### src/rtl/rom_server_pkg.sv
`default_nettype none
//==============================================================================
//  Module   : rom_server_pkg
//  Purpose  : Shared definitions for the ROM server: FSM state encoding and
//             the backing-memory region constants that form the top bit of
//             the backing-memory address.
//  Contents : state_t  - IDLE / ISSUE / RESP
//             REG_PRG  - region 0, PRG ROM
//             REG_CHR  - region 1, CHR ROM
//  Revision : 1.0 - initial release
//==============================================================================
package rom_server_pkg;

    typedef enum logic [1:0] {
        IDLE  = 2'd0,
        ISSUE = 2'd1,
        RESP  = 2'd2
    } state_t;

    localparam logic REG_PRG = 1'b0;
    localparam logic REG_CHR = 1'b1;

endpackage : rom_server_pkg
`default_nettype wire

### src/rtl/rom_arb2.sv
`default_nettype none
//==============================================================================
//  Module   : rom_arb2
//  Purpose  : Two-way round-robin grant between the PRG and CHR clients.
//             When both are eligible, the client that was not served last
//             wins; a lone eligible client always wins.
//  Ports    : req_prg   in  PRG eligible request
//             req_chr   in  CHR eligible request
//             last_chr  in  1 = CHR was served last, 0 = PRG was served last
//             gnt_valid out some client is granted
//             gnt_chr   out 1 = CHR granted, 0 = PRG granted (valid with gnt_valid)
//  Revision : 1.0 - initial release
//==============================================================================
module rom_arb2 (
    input  logic req_prg,
    input  logic req_chr,
    input  logic last_chr,
    output logic gnt_valid,
    output logic gnt_chr
);

    always_comb begin
        gnt_valid = req_prg | req_chr;
        // CHR wins if it is the only requester, or on a tie when PRG went last.
        gnt_chr   = req_chr & (~req_prg | ~last_chr);
    end

endmodule : rom_arb2
`default_nettype wire

### src/rtl/rom_server.sv
`default_nettype none
//==============================================================================
//  Module   : rom_server
//  Purpose  : Serves PRG and CHR ROM read requests from a single backing
//             memory, one transaction at a time, with round-robin arbitration.
//             Backing address is {region, client address}; region 0 = PRG,
//             region 1 = CHR.
//  Options  : ROMSRV_HITCACHE_EN - adds a per-client last-read register; a
//             request that repeats the last completed address is answered
//             from it without touching the backing memory.
//  Ports    : clk                 in   rising-edge clock
//             rstn                in   asynchronous active-low reset
//             promaddr/promreq    in   PRG address / request level
//             promack/promdata    out  PRG one-cycle ack / read data
//             cromaddr/cromreq    in   CHR address / request level
//             cromack/cromdata    out  CHR one-cycle ack / read data
//             ramaddr/ramreq      out  backing-memory address / request level
//             ramack/ramrdata     in   backing-memory one-cycle ack / data
//  Revision : 1.0 - initial release
//==============================================================================
module rom_server #(
    parameter int AW = 21,
    parameter int DW = 8
) (
    input  logic          clk,
    input  logic          rstn,
    input  logic [AW-1:0] promaddr,
    input  logic          promreq,
    output logic          promack,
    output logic [DW-1:0] promdata,
    input  logic [AW-1:0] cromaddr,
    input  logic          cromreq,
    output logic          cromack,
    output logic [DW-1:0] cromdata,
    output logic [AW:0]   ramaddr,
    output logic          ramreq,
    input  logic          ramack,
    input  logic [DW-1:0] ramrdata
);

    import rom_server_pkg::*;

    state_t        r_state;
    logic          r_last_chr;   // last granted client; also the client in service
    logic          r_from_resp;  // this IDLE cycle directly follows an ack
    logic [DW-1:0] r_data;

    logic          w_elig_prg;
    logic          w_elig_chr;
    logic          w_gnt_valid;
    logic          w_gnt_chr;
    logic [AW-1:0] w_gnt_addr;
    logic          w_hit;
    logic [DW-1:0] w_hit_data;

    // The client acked in the previous cycle sits out this IDLE cycle, so a
    // re-raised request cannot be confused with the one just completed.
    assign w_elig_prg = promreq & ~(r_from_resp & (r_last_chr == REG_PRG));
    assign w_elig_chr = cromreq & ~(r_from_resp & (r_last_chr == REG_CHR));

    rom_arb2 u_arb (
        .req_prg   (w_elig_prg),
        .req_chr   (w_elig_chr),
        .last_chr  (r_last_chr),
        .gnt_valid (w_gnt_valid),
        .gnt_chr   (w_gnt_chr)
    );

    assign w_gnt_addr = w_gnt_chr ? cromaddr : promaddr;

    // Both clients see the one data register; each only trusts it with its ack.
    assign promdata = r_data;
    assign cromdata = r_data;

`ifdef ROMSRV_HITCACHE_EN
    logic [1:0]    r_hit_valid;
    logic [AW-1:0] r_hit_addr [2];
    logic [DW-1:0] r_hit_data [2];

    // Every completed miss refreshes the owning client's entry.
    always_ff @(posedge clk or negedge rstn) begin
        if (!rstn) begin
            r_hit_valid <= '0;
            for (int i = 0; i < 2; i++) begin
                r_hit_addr[i] <= '0;
                r_hit_data[i] <= '0;
            end
        end else if (r_state == ISSUE && ramack) begin
            r_hit_valid[r_last_chr] <= 1'b1;
            r_hit_addr[r_last_chr]  <= ramaddr[AW-1:0];
            r_hit_data[r_last_chr]  <= ramrdata;
        end
    end

    assign w_hit      = r_hit_valid[w_gnt_chr] && (r_hit_addr[w_gnt_chr] == w_gnt_addr);
    assign w_hit_data = r_hit_data[w_gnt_chr];
`else
    assign w_hit      = 1'b0;
    assign w_hit_data = '0;
`endif

    always_ff @(posedge clk or negedge rstn) begin
        if (!rstn) begin
            r_state     <= IDLE;
            r_last_chr  <= REG_CHR;   // PRG wins the first tie
            r_from_resp <= 1'b0;
            r_data      <= '0;
            ramreq      <= 1'b0;
            ramaddr     <= '0;
            promack     <= 1'b0;
            cromack     <= 1'b0;
        end else begin
            // Acks are single-cycle pulses raised only on entry to RESP.
            promack     <= 1'b0;
            cromack     <= 1'b0;
            r_from_resp <= 1'b0;
            case (r_state)
                IDLE: begin
                    if (w_gnt_valid) begin
                        r_last_chr <= w_gnt_chr;
                        if (w_hit) begin
                            r_data  <= w_hit_data;
                            promack <= ~w_gnt_chr;
                            cromack <= w_gnt_chr;
                            r_state <= RESP;
                        end else begin
                            ramaddr <= {(w_gnt_chr ? REG_CHR : REG_PRG), w_gnt_addr};
                            ramreq  <= 1'b1;
                            r_state <= ISSUE;
                        end
                    end
                end
                ISSUE: begin
                    // ramaddr is untouched here, so it stays stable until ramack.
                    if (ramack) begin
                        r_data  <= ramrdata;
                        ramreq  <= 1'b0;
                        promack <= ~r_last_chr;
                        cromack <= r_last_chr;
                        r_state <= RESP;
                    end
                end
                RESP: begin
                    r_from_resp <= 1'b1;
                    r_state     <= IDLE;
                end
                default: r_state <= IDLE;
            endcase
        end
    end

endmodule : rom_server
`default_nettype wire
### config.mk
export PLATFORM = sky130hd
export DESIGN_NAME = rom_server
export DESIGN_NICKNAME = d
export VERILOG_FILES = /design/src/rtl/rom_server_pkg.sv /design/src/rtl/rom_arb2.sv /design/src/rtl/rom_server.sv
export SDC_FILE = /design/constraint.sdc
export NUM_CORES = 1
export LEC_CHECK = 0
export BUFFER_PORTS_ARGS = -buffer_cell sky130_fd_sc_hd__buf_2
export CORE_ASPECT_RATIO = 0.6
export CORE_MARGIN = 4
export CORE_UTILIZATION = 41
export CTS_BUF_LIST = sky130_fd_sc_hd__clkbuf_4 sky130_fd_sc_hd__clkbuf_8
export CTS_CLUSTER_SIZE = 24
export DETAILED_ROUTE_END_ITERATION = 8
export PLACE_DENSITY = 0.79
export SYNTH_ARGS = -nofsm -noshare
export SYNTH_HDL_FRONTEND = slang
export SYNTH_SLANG_ARGS = --single-unit
### constraint.sdc
create_clock -name clk -period 1.6 [get_ports clk]
set_input_delay 0.24 -clock clk [delete_from_list [all_inputs] [get_ports clk]]
set_output_delay 0.24 -clock clk [all_outputs]
set_load 0.02 [all_outputs]
==> metrics, run 1 <==
Hold Crit Depth=3; cell row count=17; most common cell after layout, fill and taps aside=buf_2; sequential area share after synthesis=between 50% and 60%; Worst Skew=about 5.3 ps; failing checks=negative setup slack; Clk pin slew, worst setup/hold paths=~70 ps; Antenna Violating Nets Remaining=0; Hold EP=cromdata[3]$_DFFE_PN0P_; Critical Path Start Type=flop; peak supply drop=approximately 890 uV; Pins Over Slew Limit=0; Bufs and invs on worst path=1; final worst setup slack=-48.8 ps; hold_sp=ramrdata[3]; design area=0.00240 mm^2; post-synthesis adder-cell area fraction=0%; post-synthesis xor/xnor area fraction=0%; final wirelength=3990 um; Crit. End Element=flop; Crit path largest cell delay=between 500 and 600 ps; R2R Setup Slk=-50 ps; largest family of logic cells by synthesized area=multiplexers; first-pass GRT wire length=between 6000 and 7000 um; Syn Area/Cell=12.8 um^2; Die Area=0.00533 mm^2; Antenna Cells=0; outcome=finished with violations; Post-Synth Simple-Gate Area=about a tenth; Yosys cell types=20; height of the die=58.2 um; Sink Count=37; Final GP Congestion=~0.76; largest net degree at the start of global routing=29; hold_ws=153 ps; flops & latches, synth=37; relative slew slack=58.8%; worst slew pin tran=618 ps; placed insts=282; initial drt markers=16; number of max-cap violations=0; post-route minimum period=roughly 1600 ps; CTS tree=done; crit path kind=flop to flop; routing usage on met2=between 20% and 30%; TritonCTS buffer count=5; Hold Fails Final Rpt=0; Hold Path Class=input port to flop; H-tree Lvls=2; GRT overflow=0; Place WS=-57.1 ps; I/O Pins=96; Post-Syn Nets=190; IO buf count=95; via count=1316; reg2reg start=r_last_chr$_DFFE_PN1P_; antenna violations before repair=0; Crit Reg-Reg Endpoint=ramaddr[16]$_DFFE_PN0P_; PD cells=~2000 mW/mm^2; root buffer cell=clkbuf_8; Critical Path RT=~1800 ps; DP HPWL=slightly above 3000 um; 1st-pass router iterations=4; Clk Latency, worst-skew pair=approximately 270 ps; Reg2Reg Depth=5; Peak Freq=around 0.61 GHz; count of final setup violators=19; WL/cell=~14 um; Synth Cell Area=0.00172 mm^2; Synth Area in Compound Gates=about 1.0%; Initial Utilization=44.7%; layout cells sized above 1=68.1%; Leakage=between 0.001 and 0.0015 uW; vias in the first global route=around 1300; GRT Max-Usage Layer=met2; fin crit share=103%; Placed Area=0.00225 mm^2; WP data arrival=1810 ps; die width=~92 um; Core Area=0.00385 mm^2; DRC Markers=0; YS warnings=0; commonest non-fill, non-tap cells in the layout=buf_2 (95), mux2_2 (40), dfrtp_1 (36), nand2_1 (25), clkbuf_8 (6); routing usage on met1=between 10% and 20%; critical path peak fanout=20; non-filler cells, final=about 300; gr usage total=around 15%; Via density=between 4 and 5; cells along the critical path=nand2b_4 > a21oi_4 > nor4_4 > buf_12 > mux2_2; met3 Usage GRT=under 10%; area grow syn2layout=39.2%; Layout Nets=approximately 290; mux contribution to synthesized area=~29%; RSZ-0062 raised after global routing=true; clock tree buffer depth=2; Slowest-stage cell, CP=dfstp_2; Top delay family on crit path=flip-flops; Post-Syn Instances=roughly 140
-- routing by layer --
metal	routed length, um	part of all wire [%]
met1	1780	45
met4	27	0.68
met2	1950	49
met3	236	5.9
met5	0	0
-- cell usage after synthesis, drive strengths merged --
cell	instances	area, um^2
a21o	1	7.51
o21ai	1	5.00
nor2	3	11.3
a21oi	1	5.00
nand3b	1	7.51
or2	1	6.26
nor2b	1	6.26
nand2b	1	6.26
inv	2	7.51
mux2i	2	20.0
dfrtp	36	901
mux2	42	473
buf	12	105
clkbuf	1	3.75
clkinv	1	3.75
nand2	26	97.6
nor4	1	21.3
dfstp	1	26.3
nor3b	1	7.51
-- worst min-delay path, stage by stage --
cell and delay, ps:
buf_2 80, nand2_1 40, nand2_1 50
-- final cells by class --
type / instances / area, um^2
Clock buffer: 8 / 97.6
Fill cell: 322 / 1450
Inverter: 3 / 11.3
Multi-Input combinational cell: 82 / 703
Sequential cell: 37 / 927
Tap cell: 57 / 71.3
Timing Repair Buffer: 105 / 586
-- logic make-up (layout without fill, tap and decap cells) --
family,Yosys count,in the layout
flops,37,37
mux,44,44
buf+inv,16,116
simple gates,35,35
compound gates,3,3
-- power by group --
| part | switching (uW) | total, uW | internal, uW |
|---|---|---|---|
| Sequential | 257 | 1650 | 1390 |
| Combinational | 1310 | 2400 | 1090 |
| Clock | 301 | 686 | 385 |
-- what timing repair did --
| item | in CTS | in global routing |
|---|---|---|
| buffers inserted | 1 | 0 |
| pin swaps | 0 | 0 |
| resized for setup | 7 | 1 |
| endpoints found under the hold margin | 17 | 0 |
| setup endpoints to repair | 21 | 23 |
| hold buffers | 1 | 0 |
-- state kept, by name, summed over array words and instances (netlist names) --
signal       count
ramaddr         22
cromdata         8
r_state          2
cromack          1
promack          1
r_from_resp      1
r_last_chr       1
ramreq           1
-- metrics by stage --
stage	TNS (ps)	total power (uW)	util, %
final	-714	4740	62.2
after global routing	-1210	5020	62.2
after CTS	-888	4780	62.1
after detailed placement	-823	4010	58.4
after global placement	-253	3960	58.4
after floorplan	-1400	3310	-
-- worst max-delay path by stage --
| stage | startpoint | cells after the start | slack (ps) | endpoint |
|---|---|---|---|---|
| 6_report | r_last_chr$_DFFE_PN1P_ | 5 | -50 | ramaddr[16]$_DFFE_PN0P_ |
| 5_1_grt | r_last_chr$_DFFE_PN1P_ | 5 | -80 | ramaddr[16]$_DFFE_PN0P_ |
| 4_1_cts | r_last_chr$_DFFE_PN1P_ | 5 | -60 | ramaddr[19]$_DFFE_PN0P_ |
| 3_5_place_dp | r_last_chr$_DFFE_PN1P_ | 5 | -60 | ramaddr[2]$_DFFE_PN0P_ |
| 3_3_place_gp | r_last_chr$_DFFE_PN1P_ | 5 | -20 | ramaddr[10]$_DFFE_PN0P_ |
| 2_1_floorplan | r_last_chr$_DFFE_PN1P_ | 5 | -90 | ramaddr[10]$_DFFE_PN0P_ |
Note: power is estimated with default switching activity, not from simulation.
==> run 2, diff against run 1 <==
--- a/config.mk
+++ b/config.mk
@@ -7,12 +7,13 @@
 export LEC_CHECK = 0
 export BUFFER_PORTS_ARGS = -buffer_cell sky130_fd_sc_hd__buf_2
 export CORE_ASPECT_RATIO = 0.6
-export CORE_MARGIN = 4
+export CORE_MARGIN = 1.5
 export CORE_UTILIZATION = 41
 export CTS_BUF_LIST = sky130_fd_sc_hd__clkbuf_4 sky130_fd_sc_hd__clkbuf_8
 export CTS_CLUSTER_SIZE = 24
 export DETAILED_ROUTE_END_ITERATION = 8
 export PLACE_DENSITY = 0.79
+export SLEW_MARGIN = 20
 export SYNTH_ARGS = -nofsm -noshare
 export SYNTH_HDL_FRONTEND = slang
 export SYNTH_SLANG_ARGS = --single-unit
==> run 2 against run 1 <==
Net effect:
- the run still ends with negative setup slack left
- sequential share of layout area fell by 2.8 points
- final area up 7.7%
- non-clock buffer count is 5 higher
- critical path depth is 1 higher
- die area fell by 14%
- hold slack better by 0.69 ps
- core utilization is 1.1 points higher
- clock-buffer cell count is 1 lower
- largest power group unchanged
- highest routed layer unchanged
==> metrics, run 2 (synthesis results as in run 1) <==
cell row count=18; final worst setup slack=-78.4 ps; WL/cell=roughly 14 um; hold_ws=between 150 and 200 ps; routing usage on met2=between 20% and 30%; Core Area=0.00408 mm^2; fin crit share=105%; most common cell after layout, fill and taps aside=buf_2; PD cells=1980 mW/mm^2; worst slew pin tran=approximately 510 ps; Top reg by flops=ramaddr; via count=1344; Leakage=0.00137 uW; initial drt markers=52; filler cell count=around 330; area grow syn2layout=49.9%; gr usage total=16.3%; max reg flops=22; relative slew slack=between 60% and 70%; Peak Freq=0.596 GHz; Critical Path Start Type=flop; DP HPWL=roughly 2800 um; GRT Max-Usage Layer=met2; GRT overflow=0; crit path kind=flop to flop; Initial Utilization=~42%; H-tree Lvls=2; clock tree buffer depth=2; WP data arrival=roughly 1800 ps; Layout Nets=294; 1st-pass router iterations=4; outcome=finished with violations; post-layout util=63.3%; TritonCTS buffer count=5; setup TNS=-924 ps; met3 Usage GRT=between 4 and 5%; peak supply drop=between 1000 and 1500 uV; Clk Latency, worst-skew pair=270 ps; critical path peak fanout=7; Die Area=0.00461 mm^2; Clk pin slew, worst setup/hold paths=approximately 70 ps; layout cells sized above 1=a little over two thirds; first-pass GRT wire length=5710 um; Hold Path Class=input port to flop; placed insts=approximately 290; Final GP Congestion=around 0.75; commonest non-fill, non-tap cells in the layout=buf_2 (95), dfrtp_1 (36), nand2_1 (25), mux2_4 (22), mux2_2 (20); CTS tree=done; Antenna Violating Nets Remaining=0; root buffer cell=clkbuf_8; Sink Count=37; die width=86.7 um; non-filler cells, final=299; vias in the first global route=approximately 1200; Crit. End Element=flop; Antenna Cells=0; Worst Skew=about 4.0 ps; Critical Path RT=~1800 ps; post-route minimum period=around 1700 ps; Hold Fails Final Rpt=0; failing checks=negative setup slack; height of the die=53.2 um; Via density=4.49; largest net degree at the start of global routing=23; IO buf count=95; RSZ-0062 raised after global routing=true; number of max-cap violations=0; DRC Markers=0; routing usage on met1=approximately a fifth; Power, Total=5100 uW; I/O Pins=96; antenna violations before repair=0; count of final setup violators=22; Pins Over Slew Limit=0; final wirelength=approximately 4200 um
-- run 2: changes by cell type in the layout (fill, tap and decap cells not counted), sizes merged --
cell / before / now
buf: 104 / 106
clkbuf: 8 / 10
-- run 2: routing by layer --
metal	part of all wire, %	vias to the layer above
li1	-	652
met5	0	-
met4	0.53	0
met1	48	660
met3	3.7	2
met2	47	30
-- run 2: stage by stage --
step | cell area, um^2 | worst slack, ps
after global routing | 2580 | -118
after detailed placement | 2260 | -33.4
after global placement | 2260 | -10.6
final | 2580 | -78.4
after CTS | 2360 | -42.2
after floorplan | 1730 | -85.5
-- run 2: path summary, 6_finish.rpt --
path / startpoint / endpoint / slack (ps) / cells after the start
min in group asynchronous: rstn / cromdata[2]$_DFFE_PN0P_ / 480 / 2
min: ramrdata[2] / cromdata[2]$_DFFE_PN0P_ / 150 / 3
max: r_last_chr$_DFFE_PN1P_ / ramaddr[9]$_DFFE_PN0P_ / -80 / 6
max in group asynchronous: rstn / ramaddr[8]$_DFFE_PN0P_ / 660 / 3
min reg2reg: ramreq$_DFFE_PN0P_ / ramreq$_DFFE_PN0P_ / 480 / 1
max reg2reg: r_last_chr$_DFFE_PN1P_ / ramaddr[9]$_DFFE_PN0P_ / -80 / 6
-- run 2: area by class of cell --
cell class	count	area [um^2]	area share, %
repair buffers	110	696	27.0
well taps	60	75.1	2.91
inverters	3	11.3	0.436
multi-input cells	82	782	30.3
flip-flops and latches	37	927	35.9
clock buffers	7	90.1	3.49
-- run 2: repair_timing --
item / 4_1_cts / 5_1_grt
hold buffers: 1 / 0
gates resized for setup: 0 / 32
cloned: 0 / 3
setup endpoints to repair: 21 / 21
buffers inserted: 0 / 3
hold endpoints to repair: 20 / 0
-- run 2: report_power, final --
part	total [uW]	internal, uW	switching [uW]	leakage [uW]
clock network	651	358	293	0.0000477
registers	1670	1400	276	0.000444
logic	2780	1370	1400	0.000881
total	5100	3130	1970	0.00137
-- run 2: critical path, cell delays in order (launching register included) --
cell	delay [ps]
dfstp_2	550
nand2b_4	130
a21oi_2	70
nor4_4	160
buf_6	170
clkbuf_16	150
mux2_2	320
==> run 3, diff against run 2 <==
--- a/config.mk
+++ b/config.mk
@@ -5,14 +5,14 @@
 export SDC_FILE = /design/constraint.sdc
 export NUM_CORES = 1
 export LEC_CHECK = 0
-export BUFFER_PORTS_ARGS = -buffer_cell sky130_fd_sc_hd__buf_2
 export CORE_ASPECT_RATIO = 0.6
 export CORE_MARGIN = 1.5
-export CORE_UTILIZATION = 41
+export CORE_UTILIZATION = 58
 export CTS_BUF_LIST = sky130_fd_sc_hd__clkbuf_4 sky130_fd_sc_hd__clkbuf_8
 export CTS_CLUSTER_SIZE = 24
 export DETAILED_ROUTE_END_ITERATION = 8
-export PLACE_DENSITY = 0.79
+export DONT_BUFFER_PORTS = 1
+export PLACE_DENSITY = 0.77
 export SLEW_MARGIN = 20
 export SYNTH_ARGS = -nofsm -noshare
 export SYNTH_HDL_FRONTEND = slang
==> run 3 against run 2 <==
Net effect:
- the run still ends with negative setup slack left
- maximum frequency up 2.1%
- final area down 20%
- first-iteration DRC count down 15%
- setup slack better by 34 ps
- sequential power up 42%
- die area down 28%
- clock skew up 3.7 ps
- core utilization up 9.1 points
- critical endpoint is now ramaddr[1]$_DFFE_PN0P_
- highest routed layer unchanged
==> metrics, run 3 (synthesis results as in run 1) <==
Core Area=approximately 0.0029 mm^2; area grow syn2layout=20.0%; Leakage=roughly 0.00099 uW; cell row count=15; layout cells sized above 1=between 40% and 50%; Crit. End Element=flop; Antenna Violating Nets Remaining=0; max reg flops=22; Hold Fails Final Rpt=0; post-route minimum period=around 1600 ps; filler cell count=between 200 and 250; setup TNS=-347 ps; H-tree Lvls=2; Most common cell on crit path=buf_6; final worst setup slack=-44.6 ps; via count=just over 1000; Clk Latency, worst-skew pair=~280 ps; outcome=finished with violations; Via density=about 5.5; gr usage total=roughly a fifth; height of the die=45.2 um; critical path peak fanout=5; Top reg by flops=ramaddr; GRT overflow=0; design area=just over 0.002 mm^2; non-filler cells, final=around 190; Slowest-stage cell, CP=dfstp_2; placed insts=172; 1st-pass router iterations=4; peak supply drop=1230 uV; Critical Path Start Type=flop; Crit path largest cell delay=540 ps; CTS tree=done; clock tree buffer depth=2; count of final setup violators=22; vias in the first global route=between 1000 and 1500; Clk pin slew, worst setup/hold paths=approximately 70 ps; TritonCTS buffer count=5; I/O Pins=96; DRC Markers=0; Hold Path Class=input port to flop; IO buf count=0; Power, Total=4600 uW; Placed Area=approximately 0.0017 mm^2; largest net degree at the start of global routing=38; first-pass GRT wire length=around 4900 um; Worst Skew=7.76 ps; PD cells=roughly 2200 mW/mm^2; Final GP Congestion=0.609; final wirelength=~3600 um; hold_ws=~67 ps; Critical Path RT=approximately 1800 ps; initial drt markers=44; Layout Nets=a little under 200; Antenna Cells=0; DP HPWL=roughly 2300 um; crit path kind=flop to flop; most common cell after layout, fill and taps aside=dfrtp_1; die width=approximately 73 um; WP data arrival=about 1800 ps; Initial Utilization=between 60% and 70%; cells along the critical path=nand2b_4 > a21oi_4 > nor4_4 > buf_6 > buf_6 > mux2_2; Die Area=0.00331 mm^2; relative slew slack=between 70% and 80%; number of max-cap violations=0; antenna violations before repair=0; WL/cell=a little under 20 um; failing checks=negative setup slack; Peak Freq=between 0.6 and 0.7 GHz; RSZ-0062 raised after global routing=true; commonest non-fill, non-tap cells in the layout=dfrtp_1 (36), mux2_4 (28), nand2_1 (25), mux2_2 (14), buf_6 (6); Sink Count=37; Pins Over Slew Limit=0; fin crit share=103%; root buffer cell=clkbuf_8; worst slew pin tran=just over 400 ps
[run 3: cell types whose count changed in the layout (fill, tap and decap cells not counted), moves of 2 or more]
cell,delta
mux2_4,+6
buf_8,+2
buf_6,+2
buf_2,-95
buf_12,-2
mux2_2,-6
clkbuf_16,-2
[run 3: routing by layer]
metal  track usage [%]  vias to the layer above  wire (um)
met5                 0                        -          0
met4              5.56                        0         19
met3              8.04                        2        257
met2              34.9                       49       1780
met1              24.7                      513       1540
li1                  -                      461          -
[run 3: critical path, delay by kind of cell, from the launching register on]
family	cells	cell delay, ps
muxes	1	330
buffers and inverters	2	310
AOI/OAI and AO/OA	1	60
DFF	1	540
and+or+nand+nor	2	280
[run 3: layout make-up]
| class | instances | area [um^2] | area share (%) |
|---|---|---|---|
| repair buffers | 15 | 183 | 8.84 |
| inverters | 3 | 11.3 | 0.545 |
| flip-flops and latches | 37 | 927 | 44.9 |
| well taps | 42 | 52.6 | 2.54 |
| multi-input cells | 82 | 803 | 38.9 |
| clock inverters | 1 | 5.00 | 0.242 |
| clock buffers | 7 | 83.8 | 4.06 |
[run 3: timing repair]
| item | CTS | global route |
|---|---|---|
| hold endpoints to repair | 37 | 0 |
| hold buffers | 2 | 0 |
| pin swaps | 1 | 1 |
| gates resized for setup | 18 | 26 |
| setup endpoints to repair | 21 | 22 |
| setup buffers | 1 | 2 |
| gates cloned | 1 | 1 |
[run 3: final timing paths]
| kind | startpoint | to | slack, ps | cells past startpoint |
|---|---|---|---|---|
| worst min-delay path | ramrdata[1] | cromdata[1]$_DFFE_PN0P_ | 70 | 2 |
| worst min register to register | r_state[0]$_DFFE_PN0P_ | r_from_resp$_DFF_PN0_ | 540 | 1 |
| worst max-delay path | r_last_chr$_DFFE_PN1P_ | ramaddr[1]$_DFFE_PN0P_ | -40 | 6 |
| max in group asynchronous | rstn | r_last_chr$_DFFE_PN1P_ | 930 | 2 |
| min in group asynchronous | rstn | ramreq$_DFFE_PN0P_ | 430 | 2 |
| worst max register to register | r_last_chr$_DFFE_PN1P_ | ramaddr[1]$_DFFE_PN0P_ | -40 | 6 |
[run 3: power by group]
group | leakage, uW | total, uW | internal (uW) | switching [uW]
Clock | 0.0000491 | 642 | 339 | 302
Combinational | 0.000502 | 1590 | 1010 | 580
Sequential | 0.000444 | 2370 | 1390 | 980
[run 3: metrics by stage]
| step | worst slack (ps) | utilization (%) |
|---|---|---|
| 6_report | -44.6 | 72.4 |
| 5_1_grt | -75.4 | 72.4 |
| 4_1_cts | -20.1 | 67.5 |
| 3_5_place_dp | -33.0 | 60.6 |
| 3_3_place_gp | 11.6 | 60.6 |
| 2_1_floorplan | -85.5 | - |
